**src/rtl/countdown_timer.sv**
```systemverilog
// countdown_timer
//   Minutes:seconds countdown timer. A prescaler divides clk down to a
//   one-second tick that runs only while counting; the count decrements once
//   per tick and the block flags expiry with a one-cycle done pulse.
//
//   Optional feature (compile-time macro COUNTDOWN_TIMER_ALARM_EN):
//     adds a sticky alarm output that sets together with done and clears on
//     alarm_ack, load or reset.
//
// Parameters
//   TICK_DIV  clk cycles per one-second tick (>= 2)
//   MAX_MIN   largest loadable minutes value (1..63)
//
// Ports
//   clk        in   clock, all state updates on rising edge
//   rst        in   asynchronous reset, active low
//   load       in   load load_min/load_sec (clamped), go to IDLE
//   load_min   in   minutes preset
//   load_sec   in   seconds preset
//   start      in   start from IDLE (nonzero count) or resume from PAUSE
//   pause      in   suspend counting while running
//   min        out  current minutes (registered)
//   sec        out  current seconds (registered)
//   running    out  high while counting
//   done       out  one-cycle pulse after the count reaches 00:00
//   alarm      out  (ALARM_EN only) sticky expiry flag
//   alarm_ack  in   (ALARM_EN only) clears alarm
module countdown_timer #(
    parameter int TICK_DIV = 1000,
    parameter int MAX_MIN  = 59
) (
    input  logic       clk,
    input  logic       rst,
    input  logic       load,
    input  logic [5:0] load_min,
    input  logic [5:0] load_sec,
    input  logic       start,
    input  logic       pause,
    output logic [5:0] min,
    output logic [5:0] sec,
    output logic       running,
`ifdef COUNTDOWN_TIMER_ALARM_EN
    output logic       alarm,
    input  logic       alarm_ack,
`endif
    output logic       done
);

    localparam int PW = (TICK_DIV > 2) ? $clog2(TICK_DIV) : 1;
    localparam logic [PW-1:0] PRESC_LAST = PW'(TICK_DIV - 1);
    localparam logic [5:0]    MIN_CAP    = 6'(MAX_MIN);
    localparam logic [5:0]    SEC_CAP    = 6'd59;

    typedef enum logic [1:0] {
        IDLE  = 2'd0,
        RUN   = 2'd1,
        PAUSE = 2'd2,
        DONE  = 2'd3
    } state_t;

    state_t        state_q, state_d;
    logic [5:0]    min_q, min_d;
    logic [5:0]    sec_q, sec_d;
    logic [PW-1:0] presc_q, presc_d;
    logic          done_q;
    logic          tick;
    logic          expire;
    logic          count_zero;

    assign tick       = (state_q == RUN) && (presc_q == PRESC_LAST);
    assign count_zero = (min_q == 6'd0) && (sec_q == 6'd0);

    always_ff @(posedge clk or negedge rst) begin
        if (!rst) begin
            state_q <= IDLE;
            min_q   <= 6'd0;
            sec_q   <= 6'd0;
            presc_q <= '0;
            done_q  <= 1'b0;
        end else begin
            state_q <= state_d;
            min_q   <= min_d;
            sec_q   <= sec_d;
            presc_q <= presc_d;
            done_q  <= expire;
        end
    end

    always_comb begin
        state_d = state_q;
        min_d   = min_q;
        sec_d   = sec_q;
        presc_d = presc_q;
        expire  = 1'b0;

        if (load) begin
            // load overrides every other input in every state
            state_d = IDLE;
            min_d   = (load_min > MIN_CAP) ? MIN_CAP : load_min;
            sec_d   = (load_sec > SEC_CAP) ? SEC_CAP : load_sec;
            presc_d = '0;
        end else begin
            unique case (state_q)
                IDLE: begin
                    // a zero count never starts, so done cannot fire from IDLE
                    if (start && !count_zero) state_d = RUN;
                end
                RUN: begin
                    if (tick) begin
                        presc_d = '0;
                        if (sec_q != 6'd0) begin
                            sec_d = sec_q - 6'd1;
                        end else if (min_q != 6'd0) begin
                            sec_d = SEC_CAP;
                            min_d = min_q - 6'd1;
                        end
                        // expiry outranks a coincident pause
                        if ((min_d == 6'd0) && (sec_d == 6'd0)) begin
                            state_d = DONE;
                            expire  = 1'b1;
                        end else if (pause) begin
                            state_d = PAUSE;
                        end
                    end else begin
                        presc_d = presc_q + PW'(1);
                        if (pause) state_d = PAUSE;
                    end
                end
                PAUSE: begin
                    // prescaler is held here so resume keeps sub-second phase
                    if (start) state_d = RUN;
                end
                DONE: begin
                    state_d = DONE;
                end
                default: state_d = IDLE;
            endcase
        end
    end

`ifdef COUNTDOWN_TIMER_ALARM_EN
    logic alarm_q;

    // set beats ack so an ack in the expiry cycle is ignored
    always_ff @(posedge clk or negedge rst) begin
        if (!rst)           alarm_q <= 1'b0;
        else if (load)      alarm_q <= 1'b0;
        else if (expire)    alarm_q <= 1'b1;
        else if (alarm_ack) alarm_q <= 1'b0;
    end

    assign alarm = alarm_q;
`endif

    assign min     = min_q;
    assign sec     = sec_q;
    assign running = (state_q == RUN);
    assign done    = done_q;

endmodule
```
**config.mk**
```make
export PLATFORM = sky130hd
export DESIGN_NAME = countdown_timer
export DESIGN_NICKNAME = d
export VERILOG_FILES = /design/src/rtl/countdown_timer.sv
export SDC_FILE = /design/constraint.sdc
export NUM_CORES = 1
export LEC_CHECK = 0
export BUFFER_PORTS_ARGS = -buffer_cell sky130_fd_sc_hd__buf_4
export CELL_PAD_IN_SITES_DETAIL_PLACEMENT = 1
export CELL_PAD_IN_SITES_GLOBAL_PLACEMENT = 1
export CORE_ASPECT_RATIO = 1.75
export CORE_MARGIN = 3
export CORE_UTILIZATION = 41
export CTS_BUF_LIST = sky130_fd_sc_hd__clkbuf_8 sky130_fd_sc_hd__clkbuf_16
export CTS_CLUSTER_DIAMETER = 200
export DETAILED_ROUTE_END_ITERATION = 10
export GPL_ROUTABILITY_DRIVEN = 0
export GPL_TIMING_DRIVEN = 0
export PLACE_DENSITY_LB_ADDON = 0.12
export SLEW_MARGIN = 15
export SYNTH_ARGS = -nofsm -noshare
export SYNTH_HDL_FRONTEND = slang
export SYNTH_SLANG_ARGS = --single-unit
```
**constraint.sdc**
```tcl
create_clock -name clk -period 3.28 [get_ports clk]
set_clock_uncertainty 0.1 [all_clocks]
set_input_delay 0.328 -clock clk [delete_from_list [all_inputs] [get_ports clk]]
set_output_delay 0.328 -clock clk [all_outputs]
set_load 0.005 [all_outputs]
```
# --- Word-level counts from Yosys, hierarchy flattened ---
# Cells that the tools add are included.
classes:
  shifts: 0
  n_div: 0
  n_lt_le_gt_ge: 2
  n_eq_ne: 6
  bitwise_logic: 0
  n_mux: 32
  n_reduce_logical: 16
  multipliers: 0
  addsub: 3
ops:
  columns: ["cell", "n"]
  rows:
  - ["2-to-1 mux 6 bit", 18]
  - ["2-to-1 mux 10 bit", 3]
  - ["logical NOT 6 bit", 4]
  - ["greater-than comparator 6 bit (second input constant)", 2]
  - ["2-to-1 mux 2 bit", 6]
  - ["nonzero test 6 bit", 2]
  - ["subtractor 6 x 1 -> 6 bit (second input constant)", 2]
  - ["adder 10 x 1 -> 10 bit (second input constant)", 1]
  - ["== test 10 bit (second input constant)", 1]
  - ["case mux 2 bit (4 select lines)", 1]
  - ["!= test 3 bit (second input constant)", 2]
  - ["== test 2 bit (second input constant)", 2]
  - ["logical AND 1 bit", 4]
  - ["2-to-1 mux 1 bit", 4]
  - ["AND reduction 2 bit", 2]
  - ["nonzero test 2 bit", 2]
  - ["== test 2 x 1 -> 1 bit (second input constant)", 1]
  - ["logical NOT 2 bit", 1]
  - ["logical NOT 1 bit", 1]
totals:
  reg_bits: 25
  in_bits: 17
  ramBits: 0
  latch_bits: 0
  memories: 0
  mem_bits_ro: 0
  out_inout_bits: 14
  wordCells: 64

# --- Logic depth before layout (Yosys ltp) ---
depth:
  ltp_word: 12
  mapped_depth: 8
  mapped_depth_nobuf: 7

# --- Least setup slack after synthesis ---
# Ideal clock, no wire load.
synth_timing:
  path_kind: "reg2reg"
  from: "register sec_q[0] (netlist: sec[0])"
  to: "register state_q[0]"
  required_ps: 3084
  arrival_ps: 2107
  path_stages_with_launch: 9
  path_slack_ps: 977
  path_cell_list: "dfrtp_1 clkbuf_1 inv_1 ha_1 or4b_4 nor2_8 o2111a_1 nand4_2 a311oi_2"
synth_via:
  elab_chain_len: 11
synth_rtl:
  columns: ["element", "line_no", "text"]
  rows:
  - ["start, declared", "63", "logic [5:0] sec_q, sec_d;"]
  - ["start signal, assigned", "77", "sec_q <= 6'd0;"]
  - ["start signal, assigned", "83", "sec_q <= sec_d;"]
  - ["subtractor 6 x 1 -> 6 bit, or another cell as far along", "112", "sec_d = sec_q - 6'd1;"]
  - ["2-to-1 mux 6 bit", "111", "if (sec_q != 6'd0) begin"]
  - ["2-to-1 mux 6 bit", "109", "if (tick) begin"]
  - ["2-to-1 mux 6 bit", "103", "unique case (state_q)"]
  - ["2-to-1 mux 6 bit", "96", "if (load) begin"]
  - ["logical NOT 6 bit", "118", "if ((min_d == 6'd0) && (sec_d == 6'd0)) begin"]
  - ["logical AND 1 bit", "118", null]
  - ["2-to-1 mux 2 bit", "118", null]
  - ["2-to-1 mux 2 bit", "109", null]
  - ["case mux 2 bit (4 select lines)", "103", null]
  - ["2-to-1 mux 2 bit", "96", null]
  - ["end signal, assigned", "81", "state_q <= state_d;"]
  - ["end, declared", "61", "state_t state_q, state_d;"]
# Parallel ways exist; a longest one is shown, timed or not. The select of a mux whose other input is x is not followed.
# A chain may end at the register's enable or synchronous reset.

# --- Worst setup path after layout ---
# Same ends and word-level chain as after synthesis.

==> results by group <==
Setup path
  – CP Max Fanout: 9
  – Worst reg2reg path depth: 8
  – Crit. End Element: register
  – Startpoint types: register
  – FF-to-FF Start: sec[0]
  – WS Path Type: register to register
  – CP required: ~3400 ps
  – CP arrival: approximately 2700 ps
  – CP startpoint: sec[0]

Floorplanning
  – Placement Rows: 29
  – Starting density of the core: between 40% and 50%
  – Die Y: ~90 microns
  – IO Pins: 31
  – Die Wd: between 50 and 60 microns
  – CORE AREA: about 3700 sq um
  – Die footprint: slightly below 5000 sq um

Pwr
  – Maximum VDD drop: approximately 0.00029 V
  – Logic pwr share: roughly 23%
  – Internal: ~480 uW
  – Reg power frac: between 50% and 60%
  – Clock share of power: 26.4%
  – Power Density: about 350 nW/um^2
  – Net Switching: 207.5 uW
  – Static leakage: roughly 0.90 nW
  – Sw Share: 30.07%

Clocking
  – CTS tree: built
  – Worst-Skew Late Latency: around 270 ps
  – CTS root buffer: clkbuf_8
  – Clk sink count: 25
  – CTS resizes: 0
  – CTS buffer count: 3
  – CTS clk-pin slew, worst paths: 90 ps
  – Maximum root-to-sink buffer count: 2
  – H-Tree Depth: 1

Route
  – DR pass1 iterations: 4
  – Avg WL per Cell: around 17 microns
  – Antenna-violating nets left: 0
  – Routed vias: 1,538
  – Final WL: around 4600 microns
  – Vias/cell: a little under 6
  – Post-route DRC: 0
  – DRT iter0 DRCs: 38

Timing
  – F_max: about 380 MHz
  – RSZ-0062 raised after global routing: false
  – Worst Slack Setup Final: 642.7 ps
  – # setup viols final: 0
  – Worst Tran Pin Value: approximately 550 ps
  – Relative slew slack: about 63%
  – Sum Neg Setup Slack: 0 ps
  – Crit share post-route: approximately four fifths
  – Min Tclk post-route: 2637 ps
  – Final Hold Vio Count: 0
  – Max-slew violations: 0

Yosys
  – Count leader, synth: dfrtp_1
  – #FFs+latches synth: 25
  – Mapped Cells: between 150 and 200
  – EDFF count, synth: 0
  – Sequential area share after synthesis: approximately two fifths
  – Synth area leaders: dfrtp_1 38%, a21oi_1 4.9%, nor2_1 4.4%
  – Post-synth top area share: approximately two fifths
  – Synth warnings: 0
  – Unique masters post-synth: 46
  – Synth Net Count: between 200 and 250
  – Synth top cells by count: 25 x dfrtp_1, 19 x nor2_1, 16 x a21oi_1
  – Main synth FF type: dfrtp_1
  – Syn_area_per_cell: between 8 and 9 sq um
  – Post-Syn Area: about 1600 sq um
  – Area leader, netlist: dfrtp_1
  – Ys async rst share: 100.0%

Placed design
  – Number of buffers added on ports: 30
  – Final HPWL DP: roughly 3700 microns
  – Pre-CTS WS: approximately 660 ps

GRT
  – Total congestion overflow: 0
  – Global-route wire length before repair: just under 8000 microns
  – Vias in the first global route: around 1,700
  – Largest net degree at the start of global routing: 26
  – Antenna violations before repair: 0
  – GRT Total Usage: roughly 22%

Outcome
  – Outcome: finished, final reports clean

Layout
  – Synth-to-Final Area Change: 20.72%
  – Antenna cells: 0
  – Proportion of layout cells with a drive suffix above 1: 20.91%
  – Post-layout net count: approximately 240

Min path
  – Worst hold-check path type: input pin to register
  – WHS Path Cells: 2
  – Worst min-delay path startpoint: pause

Job
  – MaxCap Viol Count: 0
-- flip-flops by register name, summed over array words and instances, names as in the netlist --
register / flops
presc_q: 10
min: 6
sec: 6
state_q: 2
done: 1
-- cell type report --
class / instances / area [sq um]
Buffer: 8 / 41.29
Clock buffer: 3 / 41.29
Clock inverter: 1 / 5.005
Fill cell: 475 / 1762
Inverter: 10 / 37.54
Multi-Input combinational cell: 142 / 932.1
Sequential cell: 25 / 625.6
Tap cell: 46 / 57.56
Timing Repair Buffer: 31 / 235.2
-- power groups by stage --
| stage | Sequential, mW | Combinational [mW] | Clock (mW) |
|---|---|---|---|
| floorplan | 0.350 | 0.0857 | 0 |
| global placement | 0.353 | 0.152 | 0 |
| detailed placement | 0.355 | 0.160 | 0 |
| CTS | 0.349 | 0.161 | 0.188 |
| global route | 0.353 | 0.178 | 0.200 |
| finish | 0.349 | 0.159 | 0.182 |
-- kinds of logic after synthesis --
kind of cell	synth area share, %
simple gates	27.37
mux	4.358
fa+ha+maj	3.058
compound gates	18.42
flops	38.23
xor+xnor	3.746
buf+inv	4.816
-- per-stage QoR --
step,power (mW),area [sq um],cells,utilization [%],hold slack [ps]
detailed placement,0.5146,1919,261,51.36,156.9
global route,0.7306,1976,266,52.86,153.3
CTS,0.6980,1976,266,52.86,158.3
floorplan,0.4362,1637,185,-,-67.59
finish,0.6900,1976,266,52.86,162.3
global placement,0.5055,1919,261,51.36,144.6
-- per-layer routing --
metal / part of all wire (%) / track usage (%) / routed length, microns
met4: 1.1 / 5.814 / 49
met5: 0 / 0 / 0
met3: 2.0 / 2.314 / 91
met2: 58 / 42.05 / 2688
met1: 39 / 23.26 / 1781
-- cells in the final DEF (no fill, tap or decap), types with 2 or more instances in the layout --
| cell type | count |
|---|---|
| inv_1 | 9 |
| buf_4 | 30 |
| or3_1 | 4 |
| and4_1 | 4 |
| nor3_1 | 6 |
| clkbuf_8 | 3 |
| nand2b_1 | 2 |
| a22oi_1 | 2 |
| a21boi_0 | 2 |
| nand3b_1 | 2 |
| a21oi_1 | 16 |
| nand4_1 | 9 |
| nand2_1 | 11 |
| o21ai_0 | 10 |
| buf_2 | 3 |
| o22ai_1 | 5 |
| a21o_1 | 2 |
| a211oi_1 | 4 |
| dfrtp_1 | 25 |
| o2111ai_1 | 2 |
| ha_1 | 4 |
| clkbuf_1 | 4 |
| nor2_1 | 19 |
| mux2i_1 | 6 |
| nand4b_1 | 2 |
| xor2_1 | 6 |
| nand3_1 | 5 |
-- worst paths after layout --
| check | endpoint | slack (ps) |
|---|---|---|
| worst max-delay path | state_q[0] | 640 |
| worst min-delay path | state_q[0] | 160 |
| worst max register to register | state_q[0] | 640 |
| worst min register to register | presc_q[9] | 460 |
| max in group asynchronous | min[0] | 2440 |
| min in group asynchronous | presc_q[2] | 400 |
-- critical path: stages, from the launching register on --
cell and delay, ps:
dfrtp_1 390, clkbuf_1 200, inv_1 100, ha_1 310, or4b_4 550, nor2_8 180
o2111a_1 240, nand4_2 170, a311oi_2 300
-- repair_timing --
item                                   4_1_cts  5_1_grt
hold buffers                                 1        0
endpoints found under the hold margin       25        0
buffers inserted                             0        0
No activity file was read; power rests on OpenSTA's default activity.
